[src/rtl/switch_pkg.sv]
// Shared types and defaults for the switch debouncer.
// The channel state enum is exported so checkers can decode dbg_state.
package switch_pkg;

    typedef enum logic [1:0] {
        S_LOW  = 2'd0,
        S_RISE = 2'd1,
        S_HIGH = 2'd2,
        S_FALL = 2'd3
    } chan_state_e;

    localparam int DEFAULT_DEBOUNCE_CYCLES = 4;

    // The debounced level is high in S_HIGH and while a fall is still unconfirmed.
    function automatic logic is_high_level(input chan_state_e s);
        return (s == S_HIGH) || (s == S_FALL);
    endfunction

endpackage

[src/rtl/switch_chan_fsm.sv]
// One switch channel: 2-flop synchronizer, 4-state debounce FSM, output register
// and press/release pulses. Toggle mode exists only when SWITCH_TOGGLE_EN is defined.
module switch_chan_fsm
    import switch_pkg::*;
#(
    parameter int DEBOUNCE_CYCLES = DEFAULT_DEBOUNCE_CYCLES
) (
    input  logic       clk,
    input  logic       reset,
    input  logic       sw,
`ifdef SWITCH_TOGGLE_EN
    input  logic       mode,
`endif
    output logic       out,
    output logic       press,
    output logic       release_pulse,
    output logic [1:0] dbg_state
);

    localparam int               CNT_W    = $clog2(DEBOUNCE_CYCLES + 1);
    localparam logic [CNT_W-1:0] CNT_LAST = CNT_W'(DEBOUNCE_CYCLES - 1);

    logic             sync1_q;
    logic             sync2_q;
    logic             sw_s;
    chan_state_e      state_q;
    chan_state_e      state_d;
    logic [CNT_W-1:0] cnt_q;
    logic [CNT_W-1:0] cnt_d;
    logic             out_q;
    logic             out_d;
    logic             press_q;
    logic             press_d;
    logic             release_q;
    logic             release_d;
    logic             level_d;

    always_ff @(posedge clk or negedge reset) begin
        if (!reset) begin
            sync1_q <= 1'b0;
            sync2_q <= 1'b0;
        end else begin
            sync1_q <= sw;
            sync2_q <= sync1_q;
        end
    end

    assign sw_s = sync2_q;

    always_ff @(posedge clk or negedge reset) begin
        if (!reset) begin
            state_q   <= S_LOW;
            cnt_q     <= '0;
            out_q     <= 1'b0;
            press_q   <= 1'b0;
            release_q <= 1'b0;
        end else begin
            state_q   <= state_d;
            cnt_q     <= cnt_d;
            out_q     <= out_d;
            press_q   <= press_d;
            release_q <= release_d;
        end
    end

    // A level change is accepted only after DEBOUNCE_CYCLES further stable samples.
    always_comb begin
        state_d   = state_q;
        cnt_d     = cnt_q;
        press_d   = 1'b0;
        release_d = 1'b0;
        case (state_q)
            S_LOW: begin
                if (sw_s) begin
                    state_d = S_RISE;
                    cnt_d   = '0;
                end
            end
            S_RISE: begin
                if (!sw_s) begin
                    state_d = S_LOW;
                    cnt_d   = '0;
                end else if (cnt_q == CNT_LAST) begin
                    state_d = S_HIGH;
                    cnt_d   = '0;
                    press_d = 1'b1;
                end else begin
                    cnt_d = cnt_q + CNT_W'(1);
                end
            end
            S_HIGH: begin
                if (!sw_s) begin
                    state_d = S_FALL;
                    cnt_d   = '0;
                end
            end
            S_FALL: begin
                if (sw_s) begin
                    state_d = S_HIGH;
                    cnt_d   = '0;
                end else if (cnt_q == CNT_LAST) begin
                    state_d   = S_LOW;
                    cnt_d     = '0;
                    release_d = 1'b1;
                end else begin
                    cnt_d = cnt_q + CNT_W'(1);
                end
            end
            default: begin
                state_d = S_LOW;
                cnt_d   = '0;
            end
        endcase
    end

    assign level_d = is_high_level(state_d);

`ifdef SWITCH_TOGGLE_EN
    // Toggle flips on accepted presses only; follow re-syncs to the level every edge.
    always_comb begin
        out_d = level_d;
        if (mode) begin
            out_d = out_q ^ press_d;
        end
    end
`else
    always_comb begin
        out_d = level_d;
    end
`endif

    assign out           = out_q;
    assign press         = press_q;
    assign release_pulse = release_q;
    assign dbg_state     = state_q;

    a_no_dual_pulse : assert property (@(posedge clk) disable iff (!reset)
        !(press_q && release_q));
    a_cnt_bounded : assert property (@(posedge clk) disable iff (!reset)
        cnt_q <= CNT_LAST);

endmodule

[src/rtl/switch_debounce_fsm.sv]
// Multi-channel switch debouncer top: N_CH independent channels plus any_on.
// Optional toggle mode (and the mode port) is enabled by defining SWITCH_TOGGLE_EN.
// "release" is a reserved word, so the falling-edge pulse port is release_pulse.
module switch_debounce_fsm
    import switch_pkg::*;
#(
    parameter int N_CH            = 4,
    parameter int DEBOUNCE_CYCLES = DEFAULT_DEBOUNCE_CYCLES
) (
    input  logic [0:0]        clk,
    input  logic              reset,
    input  logic [N_CH-1:0]   sw,
`ifdef SWITCH_TOGGLE_EN
    input  logic [N_CH-1:0]   mode,
`endif
    output logic [N_CH-1:0]   out,
    output logic [N_CH-1:0]   press,
    output logic [N_CH-1:0]   release_pulse,
    output logic              any_on,
    output logic [2*N_CH-1:0] dbg_state
);

    for (genvar g = 0; g < N_CH; g++) begin : g_chan
        switch_chan_fsm #(
            .DEBOUNCE_CYCLES(DEBOUNCE_CYCLES)
        ) u_chan (
            .clk           (clk),
            .reset         (reset),
            .sw            (sw[g]),
`ifdef SWITCH_TOGGLE_EN
            .mode          (mode[g]),
`endif
            .out           (out[g]),
            .press         (press[g]),
            .release_pulse (release_pulse[g]),
            .dbg_state     (dbg_state[2*g +: 2])
        );
    end

    assign any_on = |out;

endmodule

[config.mk]
export PLATFORM = sky130hd
export DESIGN_NAME = switch_debounce_fsm
export DESIGN_NICKNAME = d
export VERILOG_FILES = /design/src/rtl/switch_pkg.sv /design/src/rtl/switch_chan_fsm.sv /design/src/rtl/switch_debounce_fsm.sv
export SDC_FILE = /design/constraint.sdc
export NUM_CORES = 1
export LEC_CHECK = 0
export BUFFER_PORTS_ARGS = -buffer_cell sky130_fd_sc_hd__buf_2
export CAP_MARGIN = 20
export CORE_MARGIN = 1
export CORE_UTILIZATION = 59
export DETAILED_ROUTE_END_ITERATION = 16
export PLACE_DENSITY = 0.89
export SLEW_MARGIN = 0
export SYNTH_ARGS = -nofsm -noshare
export SYNTH_HDL_FRONTEND = slang
export SYNTH_SLANG_ARGS = --single-unit
[constraint.sdc]
create_clock -name clk -period 3.4 [get_ports clk]
set_input_delay 0.17 -clock clk [delete_from_list [all_inputs] [get_ports clk]]
set_output_delay 0.17 -clock clk [all_outputs]
set_load 0.02 [all_outputs]
==> results by group <==
Clock network
  • Worst-Skew Late Latency: 0.34 ns
  • Cts repair resizes: 0
  • Clock-pin slew on the worst setup and hold paths: 0.10 ns
  • Htree depth: 2
  • CTS sink cnt: 40
  • TritonCTS clock tree: done
  • CTS buffer count: 5
  • Clock buffer depth: 2
  • Clk root buf: clkbuf_4
  • # Post-CTS Setup Buffers: 0

Worst setup path
  • Max incr delay on CP: 0.50 ns
  • Startpoint types: register
  • CP delay by family, top: simple AND/OR/NAND/NOR gates
  • Worst Setup SP: g_chan[0].u_chan.out
  • Worst r2r src: g_chan[3].u_chan.cnt_q[0]
  • Slowest-stage cell, CP: or4_1
  • FF-to-FF path depth: 4
  • CP Data Required Time: 3.23 ns
  • Worst setup path class: register to output pin
  • Critical Path Stages: 2
  • CP cell instances: or4_1, buf_2
  • CP Buf/Inv Count: 1
  • Crit path DAT: 1.42 ns
  • Crit path capture type: output pin
  • Crit-path max FO: 2

STA
  • Fmax: 0.630 GHz
  • Max Slew Vio Count: 0
  • Clock skew: 0.00299 ns
  • RSZ-0062 raised after global routing: false
  • Relative slew margins: 44.8%
  • Slew @ Worst Pin: 0.828 ns
  • Endpoints failing setup: 0
  • Final Cycle Share: 46.7%
  • Final hold violations: 0
  • Minimum clock period: 1.59 ns
  • Setup TNS: 0 ns

Layout
  • Fillers: 172
  • Layout cells sized above 1: 27.8%
  • Layout net count: 161
  • Synthesis-to-layout area growth: 10.7%
  • ANT cells: 0
  • Non-Filler Cell Area, Final: 1800 µm²
  • Post-route non-filler standard cell count: 181

Placement
  • Port Buffer Count: 26
  • Post-DP HPWL: 1730 µm
  • Post-Place Cells: 169
  • Final Wtd Congestion: 0.700
  • Placed Instance Area: 1700 µm²

Detailed routing
  • Wire per inst: 13.7 µm
  • Vias per cell: 5.47
  • DRT Pass-1 Iters: 4
  • Initial drt markers: 13
  • # DRC: 0
  • Drt total wl: 2480 µm
  • Vias: 990
  • Final ANT Viol Nets: 0

Floorplan
  • Initial Util: 63.8%
  • Die area: 2970 µm²
  • Site Rows: 18
  • IO Count: 27
  • Die height: 54.5 µm
  • Core Area: 2540 µm²
  • DIE WIDTH: 54.5 µm

Global routing
  • GRT Util Overall: 20.8%
  • Vias in the first global route: 926
  • Global-route wire length before repair: 4080 µm
  • Largest net degree at the start of global routing: 41
  • Initial antenna violation count: 0
  • Grt ovf: 0

Synthesis
  • Synth top area cells: dfrtp_1 62%, buf_4 5.5%, mux2_2 5.5%
  • Yosys warning count: 0
  • Number of flops mapped to enable cells by yosys: 0
  • Area share of the leading cell type in the synthesized netlist: 61.6%
  • Seq cells post-synth: 40
  • Synthesized area per cell: 13.0 µm²
  • Top-count cell post-synth: dfrtp_1
  • Syn Inst Count: 125
  • Asr flop ratio synth: 100%
  • Synth Flop Type: dfrtp_1
  • Distinct cells, synth: 27
  • Sequential area share after synthesis: 61.6%
  • Mapped cell area: 1620 µm²
  • Syn_nets: 135
  • Commonest cells in the netlist: 40 x dfrtp_1, 12 x buf_4, 11 x nand2_1, 10 x nor3b_1, 8 x mux2_2
  • Top cell type by total area after synthesis: dfrtp_1

Pwr
  • Worst vdd ir: 0.000464 V
  • Leak pwr: 0.893 nW
  • Cell Pwr Density: 692 nW/µm²

Hold path
  • Worst hold path class: register to register
  • Worst hold path depth: 0
  • Worst hold start: g_chan[0].u_chan.sync1_q

Outcome
  • Status: complete, no violations

Run
  • Max cap viols: 0
-- what timing repair did --
action,4_1_cts,5_1_grt
setup endpoints to repair,0,0
hold buffers,5,0
endpoints found under the hold margin,44,0
-- state kept, by name, summed over array words and instances, names as in the netlist --
register and cells:
g_chan.u_chan.cnt_q 12, g_chan.u_chan.dbg_state 8, g_chan.u_chan.out 4, g_chan.u_chan.press 4, g_chan.u_chan.release_pulse 4, g_chan.u_chan.sw_s 4
g_chan.u_chan.sync1_q 4
-- cell type report --
class	instances	area (µm²)	area share [%]
timing repair buffer	31	180	10.0
inverter	1	3.75	0.209
clock inverter	1	5.00	0.278
clock buffer	6	41.3	2.30
sequential	40	1000	55.7
tap	30	37.5	2.09
multi-input combinational	72	529	29.4
-- placed cells by master (no fill, tap or decap), drive strengths merged, types with 2 or more instances in the layout --
cell type     n
a21oi         4
buf          26
clkbuf        6
dfrtp        40
dlygate4sd3   5
ha            4
mux2          8
nand2        11
nand3b        6
nor2          2
nor2b         4
nor3b        10
o21a          2
o21ai         3
o31ai         2
xnor2         4
-- cells by family after synthesis --
family | share of synthesized area, %
xor+xnor | 2.70
compound gates | 6.01
mux | 5.55
simple gates | 15.3
fa+ha+maj | 3.08
buf+inv | 5.78
flops | 61.6
-- per-stage QoR --
step	util, %	setup slack [ns]	power (W)	hold WS (ns)
3_5_place_dp	66.9	1.97	0.00104	0.280
6_report	70.6	1.81	0.00124	0.365
2_1_floorplan	-	2.03	0.000931	-0.126
4_1_cts	70.6	1.79	0.00126	0.364
3_3_place_gp	66.9	2.01	0.00100	0.280
5_1_grt	70.6	1.74	0.00132	0.370
-- power breakdown --
part,switching (W),internal [W]
clock,0.000139,0.0000762
sequential,0.0000977,0.000565
combinational,0.000201,0.000165
total,0.000438,0.000806
-- path summary, 6_finish.rpt --
check                                            endpoint  slack (ns)
setup / recovery                                   any_on        1.81
hold / removal                      g_chan[0].u_chan.sw_s        0.36
setup reg to reg                g_chan[3].u_chan.cnt_q[0]        1.94
hold reg to reg                     g_chan[0].u_chan.sw_s        0.36
max in group asynchronous          g_chan[2].u_chan.press        2.42
min in group asynchronous  g_chan[3].u_chan.release_pulse        0.46
-- per-layer routing --
layer	part of all wire (%)	vias up	track usage (%)	wire length, µm
li1	-	477	-	-
met1	43	477	26.0	1060
met2	50	27	31.3	1230
met4	2.2	0	9.40	55
met3	5.4	9	8.89	134
met5	0	-	0	0
No activity file was read; power rests on OpenSTA's default activity.
